--- config.mk ---
export PLATFORM = sky130hd
export DESIGN_NAME = orv64_hpm_cntr_bank
export DESIGN_NICKNAME = d
export VERILOG_FILES = /design/src/rtl/orv64_hpm_cntr_bank.sv
export SDC_FILE = /design/constraint.sdc
export NUM_CORES = 2
export LEC_CHECK = 0
export CORE_ASPECT_RATIO = 1.25
export CORE_MARGIN = 8
export CORE_UTILIZATION = 55
export CTS_CLUSTER_DIAMETER = 50
export CTS_CLUSTER_SIZE = 30
export DETAILED_ROUTE_END_ITERATION = 10
export GPL_TIMING_DRIVEN = 0
export MAX_ROUTING_LAYER = met4
export PLACE_DENSITY = 0.75
export RECOVER_POWER = 25
export SLEW_MARGIN = 0
export SYNTH_ARGS = -nofsm -noshare
export SYNTH_HDL_FRONTEND = slang
export SYNTH_SLANG_ARGS = --single-unit
--- constraint.sdc ---
create_clock -name clk -period 14 [get_ports clk]
set_input_delay 1.4 -clock clk [delete_from_list [all_inputs] [get_ports clk]]
set_output_delay 1.4 -clock clk [all_outputs]
set_load 0.02 [all_outputs]
--- src/rtl/orv64_hpm_cntr_bank.sv ---
// ---------------------------------------------------------------------------
// orv64_hpm_cntr_bank
//
// Bank of N_CNTR hardware performance-monitor counters for the ORV64 core.
// Each counter is CNTR_WIDTH bits wide. At run time it is pointed at one of
// N_EVENT event lines. Every counter has its own inhibit bit, sticky overflow
// flag and overflow-interrupt enable. The CSR unit reaches the bank through a
// registered request/response port with a fixed one-cycle read latency and
// no backpressure.
//
// Ports
//   clk         core clock
//   rst         asynchronous active-high reset
//   event_i     one-cycle event pulses, bit e = event e occurred this cycle
//   freeze_i    global count halt (debug); CSR access keeps working
//   csr_req     access request, one cycle
//   csr_we      1 = write, 0 = read (qualified by csr_req)
//   csr_sel     0 = counter value, 1 = event select, 2 = control, 3 = reserved
//   csr_idx     counter index
//   csr_wdata   write data
//   csr_rvalid  read response valid, one cycle after a read request
//   csr_rdata   read data, zero whenever csr_rvalid is low
//   csr_err     bad-address flag, one cycle after the offending request
//   ovf_irq_o   level interrupt: OR over counters of (ovf & irq_en)
//
// Control register layout (sel = 2):
//   bit0 inhibit (RW), bit1 irq_en (RW), bit2 ovf (RO, write 1 to clear)
// ---------------------------------------------------------------------------
module orv64_hpm_cntr_bank #(
    parameter int N_CNTR        = 8,
    parameter int CNTR_WIDTH    = 48,
    parameter int N_EVENT       = 32,
    parameter int EVT_SEL_WIDTH = (N_EVENT > 1) ? $clog2(N_EVENT) : 1,
    parameter int IDX_WIDTH     = (N_CNTR > 1) ? $clog2(N_CNTR) : 1
) (
    input  logic               clk,
    input  logic               rst,
    input  logic [N_EVENT-1:0] event_i,
    input  logic               freeze_i,
    input  logic               csr_req,
    input  logic               csr_we,
    input  logic [1:0]         csr_sel,
    input  logic [4:0]         csr_idx,
    input  logic [63:0]        csr_wdata,
    output logic               csr_rvalid,
    output logic [63:0]        csr_rdata,
    output logic               csr_err,
    output logic               ovf_irq_o
);

    // An event-select field that exactly spans the event lines can never
    // point past them, so the range check is only built when it can matter.
    localparam bit EVT_SEL_FULL = (N_EVENT == (1 << EVT_SEL_WIDTH));

    // A 5-bit index can never exceed a 32-entry bank.
    localparam bit IDX_FULL = (N_CNTR >= 32);

    localparam logic [1:0] SEL_CNTR = 2'd0;
    localparam logic [1:0] SEL_EVT  = 2'd1;
    localparam logic [1:0] SEL_CTRL = 2'd2;
    localparam logic [1:0] SEL_RSVD = 2'd3;

    // Architectural state
    logic [CNTR_WIDTH-1:0]    cntr_q   [N_CNTR];
    logic [EVT_SEL_WIDTH-1:0] evtsel_q [N_CNTR];
    logic [N_CNTR-1:0]        inhibit_q;
    logic [N_CNTR-1:0]        irq_en_q;
    logic [N_CNTR-1:0]        ovf_q;

    // Address decode
    logic                 idx_ok;
    logic                 addr_ok;
    logic [IDX_WIDTH-1:0] idx;
    logic                 wr_en;
    logic                 rd_en;

    // Per-counter control strobes
    logic [N_CNTR-1:0] hit;
    logic [N_CNTR-1:0] inc;
    logic [N_CNTR-1:0] wrap;
    logic [N_CNTR-1:0] wr_cntr;
    logic [N_CNTR-1:0] wr_evt;
    logic [N_CNTR-1:0] wr_ctrl;

    logic [63:0] rd_mux;

    // Only the low CNTR_WIDTH / EVT_SEL_WIDTH / 3 bits of the write data are
    // meaningful; the rest is deliberately dropped.
    logic unused_wdata;
    assign unused_wdata = ^csr_wdata;

    generate
        if (IDX_FULL) begin : g_idx_full
            assign idx_ok = 1'b1;
        end else begin : g_idx_part
            assign idx_ok = (32'(csr_idx) < N_CNTR);
        end
    endgenerate

    assign idx     = csr_idx[IDX_WIDTH-1:0];
    assign addr_ok = idx_ok && (csr_sel != SEL_RSVD);
    assign wr_en   = csr_req && csr_we && addr_ok;
    assign rd_en   = csr_req && !csr_we;

    // Per-counter strobes. The increment is decided from the registered
    // inhibit, so a control write that sets inhibit still lets an event in
    // the same cycle count. A counter write overrides the increment, and an
    // increment lost that way cannot raise the overflow flag.
    generate
        for (genvar g = 0; g < N_CNTR; g++) begin : g_cntr
            if (EVT_SEL_FULL) begin : g_sel_full
                assign hit[g] = event_i[evtsel_q[g]];
            end else begin : g_sel_part
                assign hit[g] = (32'(evtsel_q[g]) < N_EVENT) && event_i[evtsel_q[g]];
            end

            assign wr_cntr[g] = wr_en && (csr_sel == SEL_CNTR) && (idx == IDX_WIDTH'(g));
            assign wr_evt[g]  = wr_en && (csr_sel == SEL_EVT)  && (idx == IDX_WIDTH'(g));
            assign wr_ctrl[g] = wr_en && (csr_sel == SEL_CTRL) && (idx == IDX_WIDTH'(g));

            assign inc[g]  = hit[g] && !inhibit_q[g] && !freeze_i;
            assign wrap[g] = inc[g] && !wr_cntr[g] && (&cntr_q[g]);
        end
    endgenerate

    // Counter, event-select and control state. The overflow set from a wrap
    // is applied after the write-1-to-clear so that a simultaneous clear and
    // wrap leaves the flag set.
    always_ff @(posedge clk or posedge rst) begin
        if (rst) begin
            for (int i = 0; i < N_CNTR; i++) begin
                cntr_q[i]   <= '0;
                evtsel_q[i] <= '0;
            end
            inhibit_q <= '1;
            irq_en_q  <= '0;
            ovf_q     <= '0;
        end else begin
            for (int i = 0; i < N_CNTR; i++) begin
                if (wr_cntr[i]) begin
                    cntr_q[i] <= csr_wdata[CNTR_WIDTH-1:0];
                end else if (inc[i]) begin
                    cntr_q[i] <= cntr_q[i] + CNTR_WIDTH'(1);
                end

                if (wr_evt[i]) begin
                    evtsel_q[i] <= csr_wdata[EVT_SEL_WIDTH-1:0];
                end

                if (wr_ctrl[i]) begin
                    inhibit_q[i] <= csr_wdata[0];
                    irq_en_q[i]  <= csr_wdata[1];
                end

                if (wrap[i]) begin
                    ovf_q[i] <= 1'b1;
                end else if (wr_ctrl[i] && csr_wdata[2]) begin
                    ovf_q[i] <= 1'b0;
                end
            end
        end
    end

    // Read mux over the pre-edge state, so the response shows the register
    // as it stood when the request was sampled. Bad addresses read as zero.
    always_comb begin
        rd_mux = '0;
        if (addr_ok) begin
            case (csr_sel)
                SEL_CNTR: rd_mux[CNTR_WIDTH-1:0]    = cntr_q[idx];
                SEL_EVT:  rd_mux[EVT_SEL_WIDTH-1:0] = evtsel_q[idx];
                SEL_CTRL: rd_mux[2:0]               = {ovf_q[idx], irq_en_q[idx], inhibit_q[idx]};
                default:  rd_mux                    = '0;
            endcase
        end
    end

    // Registered response and interrupt. Reset drops any response that was
    // in flight. The interrupt follows ovf/irq_en with one cycle of delay.
    always_ff @(posedge clk or posedge rst) begin
        if (rst) begin
            csr_rvalid <= 1'b0;
            csr_rdata  <= '0;
            csr_err    <= 1'b0;
            ovf_irq_o  <= 1'b0;
        end else begin
            csr_rvalid <= rd_en;
            csr_rdata  <= rd_en ? rd_mux : '0;
            csr_err    <= csr_req && !addr_ok;
            ovf_irq_o  <= |(ovf_q & irq_en_q);
        end
    end

endmodule

==> impl_metrics.json <==
{
  "io-pin-count": 175,
  "maxClockFrequency_ghz": 0.150,
  "power.share.switching_pct": 32.4,
  "drv.max_cap_violation_count": 9,
  "synth.lib_cells_used.distinct": 68,
  "fin_setup_tns_ns": 0,
  "slowest_delay_ns": 1.75,
  "power.share.combinational_pct": 18.0,
  "r2r-start": "cntr_q[59]$_DFFE_PP0P_",
  "synthesis.area_mm2": 0.0311,
  "power_switching_w": 0.00125,
  "maximum_number_of_pins_on_one_net_before_global_route_repair": 42,
  "reg2regPathDepth": 8,
  "flops_latches_synth": 499,
  "critPathLaunchType": "input pin",
  "detail_placement_hpwl_um": 79700,
  "synth_flop_cell": "sky130_fd_sc_hd__dfrtp_1",
  "fin_nets": 3521,
  "die-width_um": 229,
  "std_cell_rows": 97,
  "post_route_cells_drive_above_1_share_pct": 12.3,
  "required_ns": 14.23,
  "num_vias": 27300,
  "detailedRoute.firstPassIterationCount": 6,
  "final-max-slew-violation-count": 316,
  "netlist_instances": 3226,
  "globalRouteOverflowTotal": 0,
  "placeable_core_area_mm2": 0.0559,
  "post-route-period-util_pct": 47.7,
  "drt_iter0_drc": 3551,
  "grtUsageTotal_pct": 34.4,
  "p_leak_nw": 13.8,
  "timing.final.crit_period_ns": 6.68,
  "remaining_drc_errors": 0,
  "met3_usage_pct": 6.18,
  "first_global_vias": 26800,
  "worstHoldPathType": "reg2reg",
  "power_frac_clock_pct": 34.6,
  "timing.critical_path.max_delay_family": "buffers and inverters",
  "drt.antenna.violating_nets": 0,
  "final_core_util_pct": 62.2,
  "numCtsBuffers": 46,
  "slowest_cp_cell": "sky130_fd_sc_hd__clkbuf_1",
  "clk_path_buf_depth": 3,
  "critPathCapture": "cntr_q[219]$_DFFE_PP0P_",
  "power.internal_w": 0.00262,
  "outcome": "finished, violations left",
  "tritoncts_clock_tree": "built",
  "grt_first_pass_wirelength_um": 165000,
  "insertion_delay_ns": 0.62,
  "ir_worst_vdd_mv": 0.109,
  "cts.repair.resized": 0,
  "number_of_antenna_violations_at_the_first_check_in_global_routing": 3,
  "worstPathBufferInverterCount": 5,
  "groute.layer.met1.usage_pct": 41.9,
  "n_fill_cell": 4653,
  "vias_per_cell": 6.53,
  "worstPathCellList": "dlygate4sd3_1, clkinvlp_2, clkbuf_1, clkbuf_1, clkbuf_1",
  "finalWeightedCongestion": 0.995,
  "buffer_ports.inserted": 98,
  "crit_type": "in2async",
  "htree_depth": 2,
  "critPathLaunch": "rst",
  "clock_sinks": 499,
  "path_depth": 5,
  "global_route.peak_usage_layer": "met2",
  "count_of_flip_flops_with_a_built_in_enable_after_synthesis": 0,
  "worst_max_slew_pin_slew_ns": 2.31,
  "share_of_synthesized_area_occupied_by_flip_flops_and_latches_pct": 40.2,
  "synth.avg_cell_area_um2": 9.63,
  "wirelength_um": 109000,
  "setup-violations-final": 0,
  "cp-end-kind": "asynchronous set/reset pin",
  "start_util_pct": 55.5,
  "root_buffer": "sky130_fd_sc_hd__clkbuf_16",
  "grt_util_met2_pct": 53.2,
  "worst-path-max-fanout": 40,
  "async_reset_ff_share_pct": 100,
  "dieHeight_um": 282,
  "timing.critical_path.arrival_ns": 6.91,
  "power.share.sequential_pct": 47.4,
  "postCtsHoldBufs": 0,
  "yosysWarningCount": 0,
  "rr_endpoint": "cntr_q[93]$_DFFE_PP0P_",
  "die-area_mm2": 0.0644,
  "syn_to_final_growth_pct": 12.1,
  "power_per_cell_area_mw_per_mm2": 111,
  "relSlewSlack_pct": -54.2,
  "worstHoldStart": "ovf_q[5]$_DFFE_PP0P_",
  "clkTransAtPathRegs_ns": 0.07,
  "wl_per_cell_um": 26.1,
  "crit_top_cell": "sky130_fd_sc_hd__clkbuf_1",
  "finalHoldViolCount": 0,
  "cts_setup_buffers": 0,
  "violations": "max-capacitance violations, max-slew violations",
  "setup_repair_after_global_routing_missed_its_margin": "no",
  "final.setup_skew_ns": 0.0344,
  "timing.reg2reg.setup_slack_ns": 9.65
}
## cell families (layout without fill, tap and decap cells)
kind of cell,after synthesis,after routing,synth area share (%)
AOI/OAI and AO/OA,436,436,7.47
and+or+nand+nor,1282,1282,19.7
other,1,17,0.0121
buffers and inverters,305,504,4.26
xor gates and xnor gates,371,371,10.5
adders and majority gates,8,8,0.322
muxes,324,324,17.6
DFF,499,499,40.2
## tightest hold or removal path: stages (launching register included)
cell,delay [ns]
sky130_fd_sc_hd__dfrtp_1,0.38
sky130_fd_sc_hd__nand2_1,0.06
sky130_fd_sc_hd__o21ai_0,0.06
## sequential cells by signal (all words and copies together), names as in the netlist
name and cells:
ovf_q 8, ovf_irq_o 1, csr_err 1, inhibit_q 8
evtsel_q 40, irq_en_q 8, csr_rdata 48, cntr_q 384
csr_rvalid 1
## routing by layer
metal | up-vias | part of all wire [%]
met5 | - | 0
li1 | 11700 | -
met1 | 13500 | 37
met4 | 0 | 7.2
met3 | 433 | 9.6
met2 | 1751 | 46
## Yosys cell counts (all sizes together), types with 95 or more instances
master,n,area (µm²)
a21oi,321,1610
mux4,171,3850
xnor2,202,1770
clkbuf,135,510
nand2,248,933
xor2,169,1480
buf,109,583
dfrtp,491,12300
nand4,101,651
nand3,136,691
mux2i,95,951
nor2,522,1960
## per-stage QoR
| step | hold slack, ns | instances | worst slack [ns] | total power, W | instance area [µm²] |
|---|---|---|---|---|---|
| floorplan | 0.464 | 3241 | 5.84 | 0.00229 | 31100 |
| global placement | 0.498 | 4081 | 2.34 | 0.00250 | 33000 |
| detailed placement | 0.505 | 4098 | 8.02 | 0.00253 | 33400 |
| CTS | 0.523 | 4181 | 8.68 | 0.00386 | 34900 |
| global route | 0.548 | 4183 | 6.24 | 0.00399 | 34800 |
| finish | 0.530 | 4183 | 7.32 | 0.00387 | 34800 |
## layout make-up
class	instances	area, µm²	area share [%]
Clock buffer	52	1200	3.46
Timing Repair Buffer	116	1170	3.36
Multi-Input combinational cell	2437	17300	49.8
Antenna cell	1	2.50	0.00719
Sequential cell	499	12500	35.9
Buffer	244	1090	3.14
Inverter	61	230	0.661
Tap cell	742	928	2.67
Clock inverter	31	354	1.02
## power by group through the flow
stage                     Clock (W)  Sequential [W]  Combinational (W)
after global routing        0.00139         0.00185           0.000751
after CTS                   0.00134         0.00182           0.000692
after global placement            0         0.00185           0.000657
after floorplan                   0         0.00178           0.000508
final                       0.00134         0.00184           0.000696
after detailed placement          0         0.00185           0.000685
## worst min path at each step
stage	to	slack (ns)	cells past startpoint
2_1_floorplan	ovf_q[5]$_DFFE_PP0P_	0.46	2
3_3_place_gp	ovf_q[5]$_DFFE_PP0P_	0.50	2
3_5_place_dp	ovf_q[2]$_DFFE_PP0P_	0.51	1
4_1_cts	ovf_q[5]$_DFFE_PP0P_	0.52	2
5_1_grt	ovf_q[2]$_DFFE_PP0P_	0.55	1
6_report	ovf_q[5]$_DFFE_PP0P_	0.53	2
## cell usage in the layout, fill, tap and decap left out, types with 7 or more instances in the layout
cell                              count
sky130_fd_sc_hd__nor2_1             522
sky130_fd_sc_hd__dfrtp_1            491
sky130_fd_sc_hd__a21oi_1            321
sky130_fd_sc_hd__nand2_1            247
sky130_fd_sc_hd__xnor2_1            202
sky130_fd_sc_hd__mux4_2             170
sky130_fd_sc_hd__xor2_1             169
sky130_fd_sc_hd__clkbuf_1           144
sky130_fd_sc_hd__nand3_1            134
sky130_fd_sc_hd__nand4_1             98
sky130_fd_sc_hd__mux2i_1             95
sky130_fd_sc_hd__clkdlybuf4s50_1     95
sky130_fd_sc_hd__o21ai_0             73
sky130_fd_sc_hd__and3_1              66
sky130_fd_sc_hd__nor3_1              61
sky130_fd_sc_hd__inv_1               60
sky130_fd_sc_hd__mux2_2              58
sky130_fd_sc_hd__buf_1               52
sky130_fd_sc_hd__clkbuf_16           47
sky130_fd_sc_hd__buf_4               27
sky130_fd_sc_hd__buf_2               25
sky130_fd_sc_hd__and4_1              24
sky130_fd_sc_hd__nor4_1              18
sky130_fd_sc_hd__and2_1              16
sky130_fd_sc_hd__nor2b_1             16
sky130_fd_sc_hd__conb_1              16
sky130_fd_sc_hd__or3_1               14
sky130_fd_sc_hd__nor3b_1             13
sky130_fd_sc_hd__nand3b_1             9
sky130_fd_sc_hd__ha_1                 8
sky130_fd_sc_hd__dfstp_2              8
sky130_fd_sc_hd__buf_6                7
sky130_fd_sc_hd__a22oi_1              7
sky130_fd_sc_hd__nor4_2               7
sky130_fd_sc_hd__inv_8                7
(Power assumes the default switching activity.)
